==> config.mk <==
export PLATFORM = sky130hd
export DESIGN_NAME = nock_dispatch
export DESIGN_NICKNAME = d
export VERILOG_FILES = /design/src/rtl/nock_dispatch.sv
export SDC_FILE = /design/constraint.sdc
export NUM_CORES = 1
export LEC_CHECK = 0
export BUFFER_PORTS_ARGS = -buffer_cell sky130_fd_sc_hd__buf_2
export CORE_MARGIN = 4
export CORE_UTILIZATION = 54
export DETAILED_ROUTE_END_ITERATION = 12
export GPL_ROUTABILITY_DRIVEN = 0
export GPL_TIMING_DRIVEN = 0
export PLACE_DENSITY_LB_ADDON = 0.3
export REMOVE_ABC_BUFFERS = 1
export SKIP_CTS_REPAIR_TIMING = 1
export SYNTH_ARGS = -nofsm -noshare
export SYNTH_HDL_FRONTEND = slang
export SYNTH_SLANG_ARGS = --single-unit
==> constraint.sdc <==
create_clock -name clk -period 6.2 [get_ports clk]
set_input_delay 1.24 -clock clk [delete_from_list [all_inputs] [get_ports clk]]
set_output_delay 1.24 -clock clk [all_outputs]
set_load 0.01 [all_outputs]
==> src/rtl/nock_dispatch.sv <==
// nock_dispatch: takes a [subject formula] cell from traversal, fetches the formula,
// decodes its head opcode and hands the cell to the matching execute block.
`ifndef NOCK_DISPATCH_DEFS
`define NOCK_DISPATCH_DEFS
`define MEMORY_ADDR_WIDTH 16
`define MEMORY_DATA_WIDTH 34
`define HED_TAG   33
`define TEL_TAG   32
`define HED_START 31
`define HED_END   16
`define TEL_START 15
`define TEL_END   0
`define ATOM 1'b0
`define CELL 1'b1
`define GET_CONTENTS 2'b01
`define MUX_TRAVERSAL 3'd0
`define MUX_CELL      3'd1
`define MUX_INCR      3'd2
`define MUX_EQUAL     3'd3
`endif

module nock_dispatch #(
  parameter logic [15:0] WATCHDOG = 16'hFFFF
) (
  input  logic                          clk,
  input  logic                          rst,
  input  logic                          dispatch_start,
  input  logic [`MEMORY_ADDR_WIDTH-1:0] dispatch_address,
  input  logic [`MEMORY_DATA_WIDTH-1:0] dispatch_data,
  input  logic                          mem_ready,
  input  logic [`MEMORY_DATA_WIDTH-1:0] read_data1,
  output logic                          mem_execute,
  output logic [`MEMORY_ADDR_WIDTH-1:0] address1,
  output logic [1:0]                    mem_func,
  output logic [2:0]                    mux_select,
  output logic [`MEMORY_ADDR_WIDTH-1:0] exec_address,
  output logic [`MEMORY_DATA_WIDTH-1:0] exec_data,
  input  logic                          exec_finished,
  output logic                          dispatch_done,
  output logic [7:0]                    dispatch_error,
  output logic                          busy
);

  typedef enum logic [2:0] {
    IDLE,
    READ_FORMULA,
    DECODE,
    EXECUTE,
    DONE,
    ERROR
  } state_t;

  state_t                          r_state;
  logic [`MEMORY_DATA_WIDTH-1:0]   r_formula;
  logic [15:0]                     r_watchdog;
  logic [15:0]                     w_opcode;
  logic [15:0]                     w_wd_next;
  logic                            w_unused_formula;

  assign w_opcode         = r_formula[`HED_START:`HED_END];
  assign w_wd_next        = r_watchdog + 16'd1;
  assign w_unused_formula = ^r_formula[`TEL_TAG:`TEL_END];

  always_ff @(posedge clk or negedge rst) begin
    if (!rst) begin
      r_state        <= IDLE;
      r_formula      <= '0;
      r_watchdog     <= '0;
      mux_select     <= `MUX_TRAVERSAL;
      mem_execute    <= 1'b0;
      mem_func       <= 2'b00;
      address1       <= '0;
      exec_address   <= '0;
      exec_data      <= '0;
      dispatch_done  <= 1'b0;
      dispatch_error <= '0;
      busy           <= 1'b0;
    end else begin
      // Memory request and completion strobe are single-cycle pulses.
      mem_execute   <= 1'b0;
      mem_func      <= 2'b00;
      dispatch_done <= 1'b0;
      case (r_state)
        IDLE, ERROR: begin
          if (dispatch_start) begin
            exec_address <= dispatch_address;
            exec_data    <= dispatch_data;
            if (dispatch_data[`TEL_TAG] == `ATOM) begin
              dispatch_error <= 8'h01;
              mux_select     <= `MUX_TRAVERSAL;
              busy           <= 1'b0;
              r_state        <= ERROR;
            end else begin
              dispatch_error <= '0;
              address1       <= dispatch_data[`TEL_START:`TEL_END];
              mem_func       <= `GET_CONTENTS;
              mem_execute    <= 1'b1;
              busy           <= 1'b1;
              r_state        <= READ_FORMULA;
            end
          end
        end
        READ_FORMULA: begin
          if (mem_ready) begin
            r_formula <= read_data1;
            r_state   <= DECODE;
          end
        end
        DECODE: begin
          if (r_formula[`HED_TAG] == `CELL) begin
            dispatch_error <= 8'h02;
            busy           <= 1'b0;
            r_state        <= ERROR;
          end else if (|w_opcode[15:4]) begin
            dispatch_error <= 8'h03;
            busy           <= 1'b0;
            r_state        <= ERROR;
          end else begin
            r_watchdog <= '0;
            case (w_opcode[3:0])
              4'd3: begin
                mux_select <= `MUX_CELL;
                r_state    <= EXECUTE;
              end
              4'd4: begin
                mux_select <= `MUX_INCR;
                r_state    <= EXECUTE;
              end
              4'd5: begin
                mux_select <= `MUX_EQUAL;
                r_state    <= EXECUTE;
              end
              default: begin
                dispatch_error <= {4'h1, w_opcode[3:0]};
                busy           <= 1'b0;
                r_state        <= ERROR;
              end
            endcase
          end
        end
        EXECUTE: begin
          // exec_finished wins even on the cycle the watchdog expires.
          if (exec_finished) begin
            mux_select    <= `MUX_TRAVERSAL;
            dispatch_done <= 1'b1;
            r_state       <= DONE;
          end else if (w_wd_next == WATCHDOG) begin
            mux_select     <= `MUX_TRAVERSAL;
            dispatch_error <= 8'h04;
            busy           <= 1'b0;
            r_watchdog     <= w_wd_next;
            r_state        <= ERROR;
          end else begin
            r_watchdog <= w_wd_next;
          end
        end
        DONE: begin
          busy    <= 1'b0;
          r_state <= IDLE;
        end
        default: begin
          mux_select <= `MUX_TRAVERSAL;
          busy       <= 1'b0;
          r_state    <= IDLE;
        end
      endcase
    end
  end

endmodule

==> results.md, run 1 <==
* Status: finished clean
* Largest family of logic cells by synthesized area: multiplexers
* R2r setup slk at about 3.3 ns
* Mean area per synthesized cell at about 12 um^2
* Die area at between 10000 and 15000 um^2
* Yosys cell types at between 50 and 60
* Hold EP: dispatch_error[4]
* Clk sinks at between 100 and 150
* Clock root cell: clkbuf_8
* CP required at between 6 and 7 ns
* Multiplexer share of the synthesized area at a little under a fifth
* HP Start: dispatch_error[4]
* Minimum clock period at ~3.1 ns
* Synthesis-to-layout area growth at 21.2%
* CP cell instances: buf_2, nor4bb_4, nand2_1, mux2_2
* # rows at 34
* R2R cell count at 4
* Synth top area share at 55.8%
* Die Y at approximately 100 um
* Endpoint class of the critical path: register
* Hold crit path type: reg2reg
* Yosys warning total at 0
* Unrepaired setup endpoints after global routing: no
* Setup CP Type: in2reg
* Grt total ovfl at 0
* Headroom to the max-slew limit at 41.9%
* Worst-margin pin slew at around 0.87 ns
* Critical path data arrival time at about 3.4 ns
* Core box area at 8890 um^2
* Maximum capacitance violations at 0
* FMAX at roughly 0.32 GHz
* Initial core utilization at approximately 57%
* Final Skew at 0.00797 ns
* Most common cell in the netlist: dfrtp_1
* Post-synth EDFFs at 0
* Synth Area in Simple Gates at a little under an eighth
* Cells after DPL at ~660
* Clock transition at path regs at 0.11 ns
* Crit. Startpoint: dispatch_start
* Max Buffers Root-to-Sink at 2
* Largest net degree at the start of global routing at 74
* Starting DRC count in detailed routing at 204
* HPWL Detailed at between 8000 and 9000 um
* # diodes at 0
* Critical Path Max Stage Delay at ~0.76 ns
* Worst hold stages at 1
* Power Total at 2.78 mW
* Layout net count at around 650
* Antenna Nets Post-Route at 0
* H-tree Lvls at 3
* Final Cycle Share at ~50%
* Average wire per standard cell at 16.8 um
* Main synth FF type: dfrtp_1
* CP startpoint kind: input port
* Vias in the first global route at approximately 3800
* Critical R2R Capture: address1[7]
* Fin util at between 60 and 70%
* Slowest-stage cell, CP: nor4bb_4
* Clock latency on the worst-skew pair at between 0.3 and 0.4 ns
* GRT Total Usage at 20.8%
* I/O Buffers at 148
* Synth Area in Adders at less than 1%
* FILL cells at 645
* Cell Area, Synth at approximately 5000 um^2
* CTS Buf Count at 9
* Power Dens Cells at between 400 and 500 nW/um^2
* Final Hold Fails at 0
* Multi-input logic area at 2080 um^2
* Post-synthesis xor/xnor area fraction at less than 1%
* Die W at roughly 100 um
* Synth top area cells: dfrtp_1 56%, mux2_2 18%, o21ai_0 3.3%
* Critical Path Fanout Max at 18
* Cell taking the most area after synthesis: dfrtp_1
* Top delay family on crit path: simple AND/OR/NAND/NOR gates
* Final setup fails at 0
* Worst VDD drop at between 200 and 300 uV
* Commonest cells in the netlist: 112 x dfrtp_1, 81 x mux2_2, 33 x o21ai_0
* Wirelength, routed at approximately 11000 um
* Final Slew Violations at 0
* Drt pass-1 iters at 4
* First-pass GRT wire length at ~19000 um
* Vias/cell at approximately 5.6
* Worst path bufs/invs at 1
* DRC viols at 0
* Share of cells above drive strength 1 at around 46%
* Register Area at 2800 um^2
* Register area share after synthesis at a little under three fifths
* Compound-Gate Fraction of Synth Area at under 10%
* Worst r2r src: r_state[2]
* Post-synthesis register bit count at between 100 and 150
* Post-synthesis async set-or-reset flop share at 100%
* Final Non-Filler Cells at 674
* Vias after detailed routing at 3804
* Initial antenna violation count at 0
* IO Count at about 170
* Synth Instances at ~420
* Leakage at about 2.8 nW
* CTS tree: yes
stage by stage:
stage | instance area [um^2] | TNS [ns] | hold slack, ns | worst slack, ns
finish | 6090 | 0 | 0.506 | 3.09
floorplan | 4900 | -75.29 | 0.481 | -2.37
detailed placement | 5880 | 0 | 0.489 | 2.70
global placement | 5780 | -265.13 | 0.459 | -5.94
global route | 6090 | 0 | 0.522 | 3.00
CTS | 6090 | 0 | 0.517 | 3.12
registers in the layout, indices dropped and copies added (netlist names):
register,flops
r_state,3
r_formula,17
dispatch_done,1
exec_address,16
exec_data,34
busy,1
dispatch_error,5
mux_select,2
address1,16
r_watchdog,16
mem_func,1
routing by layer:
metal / vias up / part of all wire [%] / GRT usage, %
li1: 1789 / - / -
met1: 1877 / 40 / 25.2
met2: 127 / 50 / 34.4
met3: 11 / 9.0 / 8.19
met4: 0 / 1.0 / 6.27
met5: - / 0 / 0
worst register-to-register path, delay by kind of cell (launching register included):
family           cells  cell delay [ns]
AND/OR/NAND/NOR      3             1.72
flip-flops           1             0.62
multiplexers         1             0.51
area by class of cell:
class / instances / area share (%)
flip-flops and latches: 112 / 46.0
multi-input cells: 274 / 34.1
repair buffers: 153 / 13.5
well taps: 108 / 2.22
clock buffers: 9 / 2.03
clock inverters: 7 / 1.40
inverters: 11 / 0.678
cells in the final DEF (no fill, tap or decap), types with 6 or more instances in the layout:
master	n
buf_2	147
a31oi_1	6
nor4_1	6
dfrtp_1	112
nand2b_1	8
a21oi_1	15
nand2_1	18
inv_1	11
clkbuf_8	9
mux2_2	81
nor2_1	20
o21ai_0	33
nor2b_1	7
nand4_1	8
kinds of logic (layout without fill, tap and decap cells):
| kind of cell | Yosys count | in the layout |
|---|---|---|
| simple gates | 104 | 104 |
| other cells | 1 | 5 |
| xor+xnor | 3 | 3 |
| compound gates | 79 | 79 |
| fa+ha+maj | 2 | 2 |
| mux | 81 | 81 |
| buf+inv | 39 | 180 |
| flops | 112 | 112 |
power breakdown:
group	switching [mW]	internal, mW	leakage (nW)
clock	0.280	0.165	0.106
sequential	0.197	1.04	1.37
combinational	0.521	0.573	1.37
worst max-delay path by stage:
stage                         endpoint  slack, ns  cells after the start
final                      address1[7]       3.09                      4
after CTS                 address1[14]       3.12                      4
after global routing       address1[2]       3.00                      4
after detailed placement   address1[7]       2.70                      4
after floorplan            address1[0]      -2.37                      3
after global placement     address1[6]      -5.94                      4
(Power assumes the default switching activity.)
==> inputs of run 2 (changes only) <==
--- a/config.mk
+++ b/config.mk
@@ -7,7 +7,7 @@
 export LEC_CHECK = 0
 export BUFFER_PORTS_ARGS = -buffer_cell sky130_fd_sc_hd__buf_2
 export CORE_MARGIN = 4
-export CORE_UTILIZATION = 54
+export CORE_UTILIZATION = 45
 export DETAILED_ROUTE_END_ITERATION = 12
 export GPL_ROUTABILITY_DRIVEN = 0
 export GPL_TIMING_DRIVEN = 0
==> constraint.sdc (replaced) <==
create_clock -name clk -period 2.75 [get_ports clk]
set_input_delay 0.55 -clock clk [delete_from_list [all_inputs] [get_ports clk]]
set_output_delay 0.55 -clock clk [all_outputs]
set_load 0.01 [all_outputs]
==> run 2 against run 1 <==
  * Sequential power rose by 130%
  * Power rose by 120%
  * Non-clock buffer count rose by 2
  * Hold slack got worse by 0.30 ns
  * Clock power rose by 110%
  * Cell count rose by 5.0%
  * Flip-flop and latch count did not move
  * Via count fell by 1.1%
  * Critical path type is now reg2reg
  * Core utilization fell by 12 points
  * Clock skew rose by 0.0045 ns
  * First-iteration DRC count fell by 4.4%
  * Worst setup slack got worse by 2.9 ns
==> results.md, run 2 (synthesized netlist as in run 1, its figures left out) <==
* Vias in the first global route at approximately 3800
* Leakage at ~2.8 nW
* H-tree Lvls at 3
* Minimum clock period at 2.53 ns
* Clock transition at path regs at ~0.11 ns
* Fin util at between 50% and 60%
* Most flop-heavy register: exec_data
* Seq pwr share at approximately 45%
* FMAX at roughly 0.40 GHz
* Clk sinks at about 110
* CP startpoint kind: register
* Drt pass-1 iters at 4
* Antenna Nets Post-Route at 0
* Core box area at between 10000 and 15000 um^2
* Worst r2r src: r_watchdog[1]
* FILL cells at between 900 and 1000
* Power Dens Cells at between 1000 and 1500 nW/um^2
* I/O Buffers at around 150
* Max FFs per register at 34
* NetSw at 2.23 mW
* CTS Buf Count at 9
* Die Y at 114 um
* Largest net degree at the start of global routing at 62
* Vias/cell at approximately 5.3
* Wirelength, routed at approximately 11000 um
* Starting DRC count in detailed routing at 195
* Largest regs: exec_data (34), r_formula (17)
* Critical path data arrival time at between 2 and 3 ns
* Average wire per standard cell at around 16 um
* Layout net count at about 650
* Hold crit path type: in2async
* First-pass GRT wire length at about 19000 um
* Final setup fails at 0
* R2R cell count at 7
* Vias after detailed routing at around 3800
* Fin Hold WS at around 0.20 ns
* Unrepaired setup endpoints after global routing: no
* Initial core utilization at a little under half
* HPWL Detailed at approximately 8600 um
* Worst-margin pin slew at between 0.8 and 0.9 ns
* Final Skew at around 0.012 ns
* Max Buffers Root-to-Sink at 2
* # rows at 38
* Commonest non-fill, non-tap cell in the layout: buf_2
* Share of cells above drive strength 1 at 46.8%
* Final Slew Violations at 0
* Worst VDD drop at 811 uV
* # diodes at 0
* GRT Total Usage at between 10% and 20%
* Most frequent cells in the layout: 147 x buf_2, 111 x dfrtp_1, 81 x mux2_2
* Grt total ovfl at 0
* Internal power at between 4 and 5 mW
* Setup TNS at 0 ns
* Endpoint class of the critical path: register
* Die area at approximately 13000 um^2
* CTS tree: yes
* Setup CP Type: reg2reg
* Gate power share at between 30% and 40%
* Synthesis-to-layout area growth at 22.2%
* Maximum capacitance violations at 0
* Initial antenna violation count at 0
* Power Total at just over 6 mW
* Critical R2R Capture: r_state[1]
* Critical Path Fanout Max at 11
* Clock root cell: clkbuf_8
* CP required at 3.03 ns
* Clock latency on the worst-skew pair at 0.39 ns
* IO Count at between 150 and 200
* DRC viols at 0
* R2r setup slk at roughly 0.22 ns
* Final Cycle Share at just over 90%
* Sw Ratio at a little over a third
* Final Hold Fails at 0
* Status: finished clean
* Headroom to the max-slew limit at between 40% and 50%
* Die W at 114 um
* Clk network pwr share at 15.3%
[run 2: worst max path at each step]
stage                        from      endpoint  slack (ns)
floorplan              r_state[2]   address1[0]       -5.25
global placement       r_state[2]  address1[10]       -8.48
detailed placement     r_state[2]   address1[8]       -0.35
CTS                    r_state[2]   address1[8]       -0.35
global route        r_watchdog[1]    r_state[1]        0.08
finish              r_watchdog[1]    r_state[1]        0.22
[run 2: per-stage QoR]
| step | area [um^2] | instances | worst slack [ns] |
|---|---|---|---|
| finish | 6140 | 708 | 0.219 |
| global route | 6140 | 708 | 0.0809 |
| CTS | 6100 | 706 | -0.346 |
| detailed placement | 5910 | 690 | -0.354 |
| global placement | 5820 | 685 | -8.48 |
| floorplan | 4900 | 397 | -5.25 |
[run 2: power groups by stage]
stage | Sequential [mW] | Combinational (mW) | Clock (mW)
6_report | 2.80 | 2.48 | 0.954
5_1_grt | 2.91 | 2.72 | 1.06
4_1_cts | 2.80 | 2.51 | 0.991
3_5_place_dp | 2.82 | 2.51 | 0
3_3_place_gp | 2.75 | 2.26 | 0
2_1_floorplan | 3.01 | 1.27 | 0
[run 2: layout make-up]
| cell class | instances | area, um^2 | share of cell area, % |
|---|---|---|---|
| Clock buffer | 10 | 128 | 2.08 |
| Clock inverter | 6 | 62.6 | 1.02 |
| Inverter | 11 | 41.3 | 0.673 |
| Multi-Input combinational cell | 274 | 2090 | 34.1 |
| Sequential cell | 112 | 2800 | 45.7 |
| Tap cell | 140 | 175 | 2.85 |
| Timing Repair Buffer | 155 | 835 | 13.6 |
[run 2: routing by layer]
metal | track usage (%) | routed length (um)
met5 | 0 | 0
met4 | 4.97 | 148
met1 | 22.9 | 4650
met3 | 8.65 | 1150
met2 | 29.2 | 5530
[run 2: worst max-delay path, stage by stage (launching register included)]
cell	delay, ns
dfrtp_1	0.50
ha_4	0.23
nand4_1	0.28
nor4b_1	0.33
a311oi_1	0.12
a2111oi_2	0.41
a21oi_1	0.18
or3_1	0.38
==> inputs of run 3 (changes only) <==
--- a/config.mk
+++ b/config.mk
@@ -5,12 +5,12 @@
 export SDC_FILE = /design/constraint.sdc
 export NUM_CORES = 1
 export LEC_CHECK = 0
+export ABC_AREA = 1
 export BUFFER_PORTS_ARGS = -buffer_cell sky130_fd_sc_hd__buf_2
 export CORE_MARGIN = 4
 export CORE_UTILIZATION = 45
 export DETAILED_ROUTE_END_ITERATION = 12
 export GPL_ROUTABILITY_DRIVEN = 0
-export GPL_TIMING_DRIVEN = 0
 export PLACE_DENSITY_LB_ADDON = 0.3
 export REMOVE_ABC_BUFFERS = 1
 export SKIP_CTS_REPAIR_TIMING = 1
==> run 3 against run 2 <==
  * Critical path depth grew 7
  * Power rose by 0.16%
  * Fmax increased by 18%
  * Global-route usage increased by 0.43 points
  * Largest power group unchanged
  * Sequential power hardly changed
  * Sequential share of layout area increased by 0.82 points
  * Final area shrank 1.8%
  * First-iteration DRC count increased by 64%
  * Combinational power barely moved
==> results.md, run 3 <==
* Status: finished clean
* Antenna Nets Post-Route at 0
* Mean area per synthesized cell at around 8.6 um^2
* Register area share after synthesis at 56.5%
* Most flop-heavy register: exec_data
* Main synth FF type: dfrtp_1
* FMAX at roughly 0.46 GHz
* Worst setup margin at about 0.6 ns
* # rows at 38
* Final Slew Violations at 0
* Synthesis-to-layout area growth at 21.5%
* Worst r2r src: r_watchdog[0]
* Max layer used: met4
* Headroom to the max-slew limit at 49.3%
* First-pass GRT wire length at 19600 um
* Met3 wire len at just over 1000 um
* CP required at 3.00 ns
* Leakage at ~3.3 nW
* Die Y at around 110 um
* Initial core utilization at 46.0%
* Clk sinks at approximately 110
* Yosys cell types at 32
* Grt total ovfl at 0
* Met2 routed WL at around 5700 um
* Max Buffers Root-to-Sink at 2
* Layout net count at 816
* GRT Total Usage at 18.9%
* Final Hold Fails at 0
* Max FFs per register at 34
* Vias/cell at 4.83
* H-tree Lvls at 3
* Synth top area share at 56.5%
* # diodes at 0
* Pre-CTS setup slack at 0.650 ns
* Commonest cells in the netlist: 216 x nand2_1, 112 x dfrtp_1, 58 x inv_1
* DRC viols at 0
* Hold crit path type: in2async
* IO Count at 171
* Maximum capacitance violations at 0
* Most frequent cells in the layout: 216 x nand2_1, 147 x buf_2, 112 x dfrtp_1
* Endpoint class of the critical path: register
* Worst VDD drop at between 500 and 600 uV
* CTS tree: yes
* Setup TNS at 0 ns
* Post-synthesis async set-or-reset flop share at 100%
* Gate power share at roughly two fifths
* Clk network pwr share at between 10% and 20%
* Die area at roughly 13000 um^2
* Commonest non-fill, non-tap cell in the layout: nand2_1
* Unrepaired setup endpoints after global routing: no
* Die W at approximately 110 um
* Minimum clock period at approximately 2.2 ns
* Wirelength, routed at 11600 um
* Post-synth EDFFs at 0
* Final Cycle Share at around four fifths
* Clock transition at path regs at approximately 0.11 ns
* Vias in the first global route at 4162
* Starting DRC count in detailed routing at ~320
* Clock latency on the worst-skew pair at ~0.37 ns
* Crit. Startpoint: r_watchdog[0]
* Seq pwr share at between 40% and 50%
* Critical Path Fanout Max at 7
* Cells after DPL at 854
* Sw Ratio at between 30% and 40%
* Met1 Routed Length at around 4800 um
* Final Non-Filler Cells at 870
* CTS Buf Count at 9
* Clock root cell: clkbuf_8
* I/O Buffers at 148
* Largest net degree at the start of global routing at 67
* CP startpoint kind: register
* Largest regs: exec_data (34), r_formula (17)
* Cell taking the most area after synthesis: dfrtp_1
* Critical path data arrival time at 2.40 ns
* Core box area at around 11000 um^2
* HPWL Detailed at about 8600 um
* Share of cells above drive strength 1 at around 28%
* Final Skew at ~0.012 ns
* Worst-margin pin slew at ~0.76 ns
* Vias after detailed routing at roughly 4200
* Yosys warning total at 0
* Power Dens Cells at approximately 1000 nW/um^2
* Synth top area cells: dfrtp_1 57%, nand2_1 16%, inv_1 4.4%
* Average wire per standard cell at roughly 13 um
* Drt pass-1 iters at 4
* Most common cell in the netlist: nand2_1
* R2r setup slk at 0.60 ns
* NetSw at 2.49 mW
* Internal power at approximately 3.7 mW
* Setup CP Type: reg2reg
* Cell Area, Synth at around 5000 um^2
* Final setup fails at 0
* Initial antenna violation count at 0
* Synth Instances at a little under 600
* Post-synthesis register bit count at around 110
[run 3: final timing paths]
kind	end	cells after the start
worst max-delay path	busy	14
worst min-delay path	dispatch_error[0]	1
worst max register to register	busy	14
worst min register to register	mux_select[0]	2
max in group asynchronous	exec_address[13]	2
min in group clk	exec_data[25]	3
[run 3: cell type report]
type                            instances  area, um^2
Clock buffer                           10         128
Inverter                               62         233
Multi-Input combinational cell        386        1820
Timing Repair Buffer                  154         801
Sequential cell                       112        2800
Fill cell                             985        4770
Clock inverter                          6        66.3
Tap cell                              140         175
[run 3: kinds of logic after synthesis]
kind of cell,Yosys count,synth area share [%]
AOI/OAI and AO/OA,64,6.86
xor gates and xnor gates,4,0.706
adders and majority gates,2,0.504
buffers and inverters,85,7.06
DFF,112,56.5
muxes,14,3.18
other,1,0.0756
and+or+nand+nor,297,25.1
[run 3: power groups by stage]
stage | Combinational, mW | Sequential, mW | Clock (mW)
after floorplan | 1.29 | 2.99 | 0
after global placement | 2.43 | 2.76 | 0
after detailed placement | 2.53 | 2.79 | 0
after CTS | 2.52 | 2.77 | 1.02
after global routing | 2.81 | 2.88 | 1.10
final | 2.48 | 2.77 | 0.989
[run 3: metal layers]
metal | vias up | global-route usage, %
met5 | - | 0
met2 | 140 | 31.6
met3 | 10 | 5.94
met4 | 0 | 5.69
li1 | 2089 | -
met1 | 1962 | 23.6
[run 3: critical path, stage by stage (launching register included)]
cell and delay [ns]:
dfrtp_1 0.44, ha_1 0.28, nand3_2 0.15, nor2_2 0.16, nand2_1 0.08, nand2_1 0.09
nand3_1 0.07, nor2_1 0.09, nand2_1 0.06, nor2_1 0.13, nand2_2 0.11, nand2_4 0.12
nand2_1 0.10, nand2_1 0.08, nand2_1 0.06
[run 3: per-stage QoR]
step / util, % / power (mW) / hold slack [ns] / area, um^2
4_1_cts: 55.8 / 6.31 / 0.159 / 6030
6_report: 55.8 / 6.24 / 0.136 / 6030
3_5_place_dp: 54.0 / 5.31 / 0.455 / 5830
5_1_grt: 55.8 / 6.78 / 0.176 / 6030
3_3_place_gp: 54.0 / 5.18 / 0.449 / 5830
2_1_floorplan: - / 4.28 / 0.254 / 4860
